## config.mk

```make
export PLATFORM = sky130hd
export DESIGN_NAME = rob_flat
export DESIGN_NICKNAME = d
export VERILOG_FILES = /design/src/rtl/rob_if.sv /design/src/rtl/rob.sv /design/src/flat_wrapper.sv
export SDC_FILE = /design/constraint.sdc
export NUM_CORES = 2
export LEC_CHECK = 0
export ABC_AREA = 1
export BUFFER_PORTS_ARGS = -buffer_cell sky130_fd_sc_hd__buf_2
export CAP_MARGIN = 40
export CELL_PAD_IN_SITES_DETAIL_PLACEMENT = 1
export CELL_PAD_IN_SITES_GLOBAL_PLACEMENT = 2
export CORE_ASPECT_RATIO = 0.75
export CORE_MARGIN = 5
export CORE_UTILIZATION = 30
export DETAILED_ROUTE_END_ITERATION = 6
export GPL_ROUTABILITY_DRIVEN = 1
export PLACE_DENSITY_LB_ADDON = 0.1
export SETUP_SLACK_MARGIN = 0.2
export SKIP_CTS_REPAIR_TIMING = 1
export SLEW_MARGIN = 10
export SYNTH_ARGS = -nofsm -noshare
export SYNTH_HDL_FRONTEND = slang
export SYNTH_SLANG_ARGS = --single-unit
```

## constraint.sdc

```tcl
create_clock -name clock -period 10.4 [get_ports clock]
set_input_delay 2.08 -clock clock [delete_from_list [all_inputs] [get_ports clock]]
set_output_delay 2.08 -clock clock [all_outputs]
set_load 0.01 [all_outputs]
```

## src/rtl/rob_if.sv

```systemverilog
// Reorder buffer interface.
// Bundles the decode (reserve), execution (write) and commit (consume)
// channels of the reorder buffer. The master side drives requests and
// results. The slave side is the buffer itself.
//   reserve / reserve_count        : reservation request, count minus 1
//   reserved_slots                 : slot indices the next reservation gets
//   write_slot/valid/data          : per-port result writes
//   consume / consume_count        : retire request, count minus 1
//   slot_data / slot_valid         : oldest EXT_COUNT entries in program order
//   empty / full                   : occupancy status
interface rob_if #(
  parameter type T         = logic [31:0],
  parameter int  DEPTH     = 16,
  parameter int  INS_COUNT = 4,
  parameter int  EXT_COUNT = 4,
  parameter int  WR_COUNT  = 4
);
  localparam int SW  = $clog2(DEPTH);
  localparam int ICW = $clog2(INS_COUNT);
  localparam int ECW = $clog2(EXT_COUNT);

  logic                           reserve;
  logic [ICW-1:0]                 reserve_count;
  logic [INS_COUNT-1:0][SW-1:0]   reserved_slots;
  logic [WR_COUNT-1:0][SW-1:0]    write_slot;
  logic [WR_COUNT-1:0]            write_valid;
  T     [WR_COUNT-1:0]            write_data;
  logic                           consume;
  logic [ECW-1:0]                 consume_count;
  T     [EXT_COUNT-1:0]           slot_data;
  logic [EXT_COUNT-1:0]           slot_valid;
  logic                           empty;
  logic                           full;

  modport master (
    output reserve, reserve_count, write_slot, write_valid, write_data,
           consume, consume_count,
    input  reserved_slots, slot_data, slot_valid, empty, full
  );

  modport slave (
    input  reserve, reserve_count, write_slot, write_valid, write_data,
           consume, consume_count,
    output reserved_slots, slot_data, slot_valid, empty, full
  );
endinterface

```

## src/rtl/rob.sv

```systemverilog
// Circular reorder buffer.
// Decode reserves up to INS_COUNT consecutive slots per cycle. Execution
// units write results into reserved slots out of order. Commit sees the
// EXT_COUNT oldest entries and retires a fully-written contiguous prefix.
// Ports:
//   clock   : rising-edge clock
//   reset_n : asynchronous active-low reset, clears all state and data
//   bus     : rob_if slave modport (reserve / write / consume channels)
module rob #(
  parameter type T         = logic [31:0],
  parameter int  DEPTH     = 16,
  parameter int  INS_COUNT = 4,
  parameter int  EXT_COUNT = 4,
  parameter int  WR_COUNT  = 4
) (
  input logic   clock,
  input logic   reset_n,
  rob_if.slave  bus
);
  localparam int SW = $clog2(DEPTH);
  localparam int CW = SW + 1;

  logic [SW-1:0]                ins_ptr, ins_ptr_d;
  logic [SW-1:0]                ext_ptr, ext_ptr_d;
  logic [CW-1:0]                used_count, used_count_d;
  logic [DEPTH-1:0]             valid_q, valid_d;
  T     [DEPTH-1:0]             data_q, data_d;

  logic [EXT_COUNT-1:0][SW-1:0] ext_idx;
  logic [EXT_COUNT-1:0]         slot_valid_c;
  logic [CW-1:0]                res_n, con_m;
  logic                         full_c;
  logic                         prefix_ok;
  logic                         do_reserve, do_consume;

  assign full_c         = used_count > CW'(DEPTH - INS_COUNT);
  assign bus.full       = full_c;
  assign bus.empty      = (used_count == '0);
  assign bus.slot_valid = slot_valid_c;

  always_comb begin
    for (int i = 0; i < INS_COUNT; i++) begin
      bus.reserved_slots[i] = ins_ptr + SW'(i);
    end
  end

  // Entries beyond used_count may still hold stale valid bits from a
  // previous lap, so validity is qualified by occupancy.
  always_comb begin
    for (int i = 0; i < EXT_COUNT; i++) begin
      ext_idx[i] = ext_ptr + SW'(i);
    end
  end

  always_comb begin
    for (int i = 0; i < EXT_COUNT; i++) begin
      bus.slot_data[i] = data_q[ext_idx[i]];
      slot_valid_c[i]  = valid_q[ext_idx[i]] && (CW'(i) < used_count);
    end
  end

  // A retire is accepted only when every requested entry is written.
  always_comb begin
    prefix_ok = 1'b1;
    for (int i = 0; i < EXT_COUNT; i++) begin
      if (i <= int'(bus.consume_count) && !slot_valid_c[i]) begin
        prefix_ok = 1'b0;
      end
    end
  end

  assign res_n      = CW'(bus.reserve_count) + CW'(1);
  assign con_m      = CW'(bus.consume_count) + CW'(1);
  assign do_reserve = bus.reserve && !full_c;
  assign do_consume = bus.consume && prefix_ok;

  // Next-state: reservation clears, then writes (higher port overrides
  // lower), then retirement clears. Retirement was decided on pre-edge state.
  always_comb begin
    ins_ptr_d    = ins_ptr;
    ext_ptr_d    = ext_ptr;
    used_count_d = used_count;
    valid_d      = valid_q;
    data_d       = data_q;

    if (do_reserve) begin
      ins_ptr_d = ins_ptr + res_n[SW-1:0];
      for (int j = 0; j < INS_COUNT; j++) begin
        if (j <= int'(bus.reserve_count)) begin
          valid_d[ins_ptr + SW'(j)] = 1'b0;
        end
      end
    end

    for (int p = 0; p < WR_COUNT; p++) begin
      if (bus.write_valid[p]) begin
        data_d[bus.write_slot[p]]  = bus.write_data[p];
        valid_d[bus.write_slot[p]] = 1'b1;
      end
    end

    if (do_consume) begin
      ext_ptr_d = ext_ptr + con_m[SW-1:0];
      for (int j = 0; j < EXT_COUNT; j++) begin
        if (j <= int'(bus.consume_count)) begin
          valid_d[ext_ptr + SW'(j)] = 1'b0;
        end
      end
    end

    used_count_d = used_count
                 + (do_reserve ? res_n : CW'(0))
                 - (do_consume ? con_m : CW'(0));
  end

  always_ff @(posedge clock or negedge reset_n) begin
    if (!reset_n) begin
      ins_ptr    <= '0;
      ext_ptr    <= '0;
      used_count <= '0;
      valid_q    <= '0;
      data_q     <= '0;
    end else begin
      ins_ptr    <= ins_ptr_d;
      ext_ptr    <= ext_ptr_d;
      used_count <= used_count_d;
      valid_q    <= valid_d;
      data_q     <= data_d;
    end
  end
endmodule

```

## src/flat_wrapper.sv

```systemverilog
// flat-port wrapper written by rule: the top's interface ports become plain ports
module rob_flat 
#(
  parameter type T         = logic [31:0],
  parameter int  DEPTH     = 16,
  parameter int  INS_COUNT = 4,
  parameter int  EXT_COUNT = 4,
  parameter int  WR_COUNT  = 4
)
  (clock, reset_n, bus_reserve, bus_reserve_count, bus_write_slot, bus_write_valid, bus_write_data, bus_consume, bus_consume_count, bus_reserved_slots, bus_slot_data, bus_slot_valid, bus_empty, bus_full);
  rob_if #(.T(T), .DEPTH(DEPTH), .INS_COUNT(INS_COUNT), .EXT_COUNT(EXT_COUNT), .WR_COUNT(WR_COUNT)) bus_i ();
  input logic clock;
  input logic reset_n;
  input wire logic [$bits(bus_i.reserve)-1:0] bus_reserve;
  input wire logic [$bits(bus_i.reserve_count)-1:0] bus_reserve_count;
  input wire logic [$bits(bus_i.write_slot)-1:0] bus_write_slot;
  input wire logic [$bits(bus_i.write_valid)-1:0] bus_write_valid;
  input wire logic [$bits(bus_i.write_data)-1:0] bus_write_data;
  input wire logic [$bits(bus_i.consume)-1:0] bus_consume;
  input wire logic [$bits(bus_i.consume_count)-1:0] bus_consume_count;
  output wire logic [$bits(bus_i.reserved_slots)-1:0] bus_reserved_slots;
  output wire logic [$bits(bus_i.slot_data)-1:0] bus_slot_data;
  output wire logic [$bits(bus_i.slot_valid)-1:0] bus_slot_valid;
  output wire logic [$bits(bus_i.empty)-1:0] bus_empty;
  output wire logic [$bits(bus_i.full)-1:0] bus_full;
  assign bus_i.reserve = bus_reserve;
  assign bus_i.reserve_count = bus_reserve_count;
  assign bus_i.write_slot = bus_write_slot;
  assign bus_i.write_valid = bus_write_valid;
  assign bus_i.write_data = bus_write_data;
  assign bus_i.consume = bus_consume;
  assign bus_i.consume_count = bus_consume_count;
  assign bus_reserved_slots = bus_i.reserved_slots;
  assign bus_slot_data = bus_i.slot_data;
  assign bus_slot_valid = bus_i.slot_valid;
  assign bus_empty = bus_i.empty;
  assign bus_full = bus_i.full;
  rob #(.T(T), .DEPTH(DEPTH), .INS_COUNT(INS_COUNT), .EXT_COUNT(EXT_COUNT), .WR_COUNT(WR_COUNT)) u_core (.clock(clock), .reset_n(reset_n), .bus(bus_i));
endmodule
```

# Yosys cells after proc, flatten, opt, wreduce, memory -nomap -nowiden
# Cells that the tools add are included.
# word_totals
output_inout_bits	150
in_bits	156
elab_cells	193
reg_bits	541
# op_classes
add_sub_neg	12
bitwise	20
n_mux	80
reduce_logical	26
order_cmp	35
# op_table
cell	n
512-bit bitwise mux	4
512-bit two-way mux	4
32-bit binary-select mux with 4-bit select	4
32-bit demux with 4-bit select	4
16-bit two-way mux	18
32-bit two-way mux	8
16-bit AND	8
16-bit NOT	8
16-bit OR	4
4-bit by 5-bit less-than comparator with 1-bit output (second input constant)	12
1-bit demux with 4-bit select	12
4-bit by 1-bit >= comparator with 1-bit output (second input constant)	12
1-bit logical AND	21
1-bit two-way mux	20
4-bit by 2-bit adder with 4-bit output (second input constant)	4
1-bit binary-select mux with 4-bit select	4
1-bit by 5-bit less-than comparator with 1-bit output (first input constant)	2
2-bit by 5-bit less-than comparator with 1-bit output (first input constant)	2
5-bit two-way mux	2
4-bit by 1-bit adder with 4-bit output (second input constant)	2
4-bit adder	2
2-bit less-or-equal comparator (first input constant)	4
2-bit by 1-bit adder with 3-bit output (second input constant)	2
5-bit adder	1
other kinds (5)	9

# Logic depth before layout (Yosys ltp)
# depth
ltp_word	35
mapped_depth	25
ltp_nobuf	20

# Worst setup path before layout
# No wires, ideal clock.
# synth_timing
path_type	register to output
startpoint	register u_core.ext_ptr[1]
endpoint	output bus_slot_data[98]
required_ns	8.320
n_path_buf	8
arrival_ns	3.087
slack_ns	5.233
path_stages_with_launch	16
cell_sequence	dfrtp_1 > buf_2 > inv_1 > buf_4 > buf_2 > buf_2 > clkbuf_1 > ha_1 > inv_1 > buf_2 > clkbuf_1 > clkbuf_1 > nand2_1 > o21ai_0 > a21oi_1 > a31oi_1
# synth_via
elab_chain_cells	3
# synth_lines
element	line	rtl
start, declared	rob.sv:24	logic [SW-1:0] ext_ptr, ext_ptr_d;
start signal, assigned	rob.sv:125	ext_ptr <= ext_ptr_d;
4-bit by 2-bit adder with 4-bit output	rob.sv:51	ext_idx[i] = ext_ptr + SW'(i);
32-bit binary-select mux with 4-bit select	rob.sv:57	bus.slot_data[i] = data_q[ext_idx[i]];
32-bit two-way mux (implied by the code)	rob.sv:57	
end, declared	flat_wrapper.sv:22	output wire logic [$bits(bus_i.slot_data)-1:0] bus_slot_data;
# No other way between the ends. The select of a mux whose other input is x is not followed.

# Worst setup path after layout
# layout_timing
startpoint	register u_core.ext_ptr[1]
endpoint	output bus_slot_data[54]
# layout_via
elab_chain_cells	3
# layout_lines
element	line
4-bit by 1-bit adder with 4-bit output	rob.sv:51
32-bit binary-select mux with 4-bit select	rob.sv:57
32-bit two-way mux (implied by the code)	rob.sv:57
# No other way between the ends. The select of a mux whose other input is x is not followed.

==> impl_metrics.toml <==
[run_status]
status = "complete, but fails checks"
violations = "DRC"

[place]
dpl.cell_count = 9964
portBuffers = 305
dpl_cell_area_um2 = 53600
hpwl_um = 278000
place.gp.congestion = 0.988

[yosys]
yosys.area_share.simple_pct = 25.8
synthTopCellsByCount = "nand2_1 (2,114), o21ai_0 (996), a21oi_1 (747)"
synth_top_family_by_area = "compound AO/OA/AOI/OAI gates"
synth_fa_ha_area_share_pct = 0.979
synth_nets = 8185
ys_ff_latch = 541
synth_xor_area_share_pct = 0.264
synth.area.top_cells = "dfrtp_1 (27%), nand2_1 (16%), o21ai_0 (10%)"
syn_avg_cell_area_um2 = 6.24
syn_area_um2 = 49900
synth_cells = 7993
synth_most_common_cell = "nand2_1"
ys_async_sr_fraction_pct = 100
synth_cell_types = 53
seq_area_frac_synth_pct = 27.2
synth_compound_area_share_pct = 32.2
synth_area_leader_cell = "dfrtp_1"
ys_warn_count = 0
synthMuxAreaShare_pct = 3.57
yosys_most_used_dff = "dfrtp_1"
synth_enable_flop_cells = 0
synth_top_cell_area_share_pct = 27.2

[clock_tree]
root_buffer = "clkbuf_16"
clock-sinks = 541
cts_buffers = 76
htreeDepth = 3
clkSlewWorstSetupHoldPaths_ns = 0.06
cts_tree = "done"
cts_max_path_buffers = 3
clk_latency_ns = 0.70

[grt]
top_usage_layer = "met1"
overflow = 0
grt_first_pass_wirelength_um = 544000
grt_usage_pct = 45.0
grt_max_degree = 142
use_met2_pct = 57.5
antenna_found_initial = 86
grt_pass1_vias = 60700
use_met1_pct = 61.9
met3_usage_pct = 22.8

[finish]
fillers = 21100
syn_to_final_growth_pct = 12.9
fin_cells = 10200
nNetsFinal = 8022
final_area_um2 = 56300
drive_gt1_share_pct = 10.2

[die]
die_area_um2 = 175000
coreArea_um2 = 165000
start_util_pct = 30.2
rows = 129
chipHeight_um = 363
pin_count = 306
die_width_um = 481

[sta]
slew_headroom_pct = 22.3
min_period_ns = 7.64
period_share_pct = 73.5
slew_violations = 0
worstMarginPinSlew_ns = 1.15
hold_violations = 0
timing.fmax_mhz = 131
rsz0062_at_grt = "no"
setup_viol = 0
setup_tns_ns = 0
skew_ns = 0.00863
hold_slack_ns = 0.618

[setup_path]
cp-startpoint = "u_core.ext_ptr[1]"
crit_type = "reg -> out"
cp-start-kind = "flip-flop"
rr_worst_depth = 19
worstPathArrival_ns = 5.56
crit_path_end_kind = "primary output"
reg2reg_from = "u_core.ext_ptr[1]"
rr_endpoint = "u_core.used_count[4]"
crit_end = "bus_slot_data[54]"
r2r_setup_slack_ns = 3.91
crit_fanout = 48
cp.required_ns = 8.32

[hold_path]
min_from = "u_core.valid_q[15]"
hp-class = "reg -> reg"

[routing]
wirelength_um = 412000
viasPerCell = 6.64
drc = 2
route.antenna.remaining_nets = 0
firstDrtPassIters = 7
dr.first_iter.drc_count = 11200
post_drt_wl_per_cell_um = 40.6
num_vias = 67400

[pwr]
power_density_nw_per_um2 = 343
p_leak_nw = 24.2
ir_drop_uv = 280

[run]
cap_violations = 0
[cells by family after synthesis]
group | Yosys count
multiplexers | 178
buffers and inverters | 1242
flip-flops | 541
XOR/XNOR | 12
adder cells (fa/ha/maj) | 36
AND/OR/NAND/NOR | 3227
AO/OA/AOI/OAI | 2757
[through the flow]
stage / utilization, % / total power [mW] / setup WS (ns)
final: 34.1 / 19.3 / 2.76
after global routing: 34.0 / 19.8 / 2.76
after CTS: 34.0 / 18.5 / 3.01
after detailed placement: 32.4 / 15.7 / 3.77
after global placement: 31.9 / 15.4 / 3.82
after floorplan: - / 9.68 / 5.23
[per-layer routing]
layer,vias to the layer above,share of wire (%)
li1,27400,-
met1,33600,42
met2,5283,37
met3,1042,16
met4,42,5.6
met5,-,0.10
[cells in the final DEF, fill, tap and decap left out, types with 7 or more instances in the layout]
cell and n:
a31oi_1 195, nand4_1 108, o2111ai_1 35, a211oi_1 10, o21ai_0 983, nand2_1 2105, buf_16 15, nor3_1 26
clkinv_2 21, a21oi_1 747, clkinv_1 26, a22oi_1 78, o211ai_1 241, ha_1 30, nand2_4 10, buf_12 17
mux2i_1 178, nand3_1 283, buf_4 208, inv_1 363, diode_2 43, nor2_1 635, buf_2 319, xor2_1 7
nor2_4 41, a22o_1 9, o21ai_1 44, a32oi_1 17, o221ai_1 159, dfrtp_1 539, clkbuf_16 77, o22ai_1 223
inv_2 34, clkbuf_1 17, clkbuf_8 20
[worst min-delay path by stage]
stage / cells after the start / slack, ns / end
CTS: 4 / 0.61 / u_core.valid_q[15]
finish: 4 / 0.62 / u_core.valid_q[15]
global route: 4 / 0.66 / u_core.valid_q[15]
floorplan: 4 / 0.54 / u_core.valid_q[6]
global placement: 2 / 0.60 / u_core.data_q[159]
detailed placement: 4 / 0.60 / u_core.valid_q[15]
[state kept, by name, summed over array words and instances (netlist names)]
name,cells
u_core.ins_ptr,4
u_core.used_count,5
u_core.valid_q,16
u_core.ext_ptr,4
u_core.data_q,512
[power breakdown]
group | internal, mW | leakage [nW] | switching [mW]
logic | 3.43 | 16.6 | 9.56
registers | 2.68 | 6.31 | 0.798
clock network | 1.56 | 1.24 | 1.27
[critical path: stages (launching register included)]
cell     delay (ns)
dfrtp_4        0.84
ha_1           0.35
nand3_1        0.12
nand2_2        0.12
buf_4          0.51
nand2_1        0.69
inv_2          0.83
a22o_1         0.23
a21oi_1        0.05
a22oi_1        0.78
buf_2          0.28
[final cells by class]
type / instances / area, um^2 / area share [%]
Multi-Input combinational cell: 6210 / 31700 / 56.3
Clock inverter: 21 / 245 / 0.436
Timing Repair Buffer: 563 / 3950 / 7.01
Antenna cell: 43 / 108 / 0.191
Clock buffer: 114 / 2270 / 4.02
Tap cell: 2227 / 2790 / 4.95
Sequential cell: 541 / 13500 / 24.1
Inverter: 438 / 1680 / 2.98
Note: power is estimated with default switching activity, not from simulation.
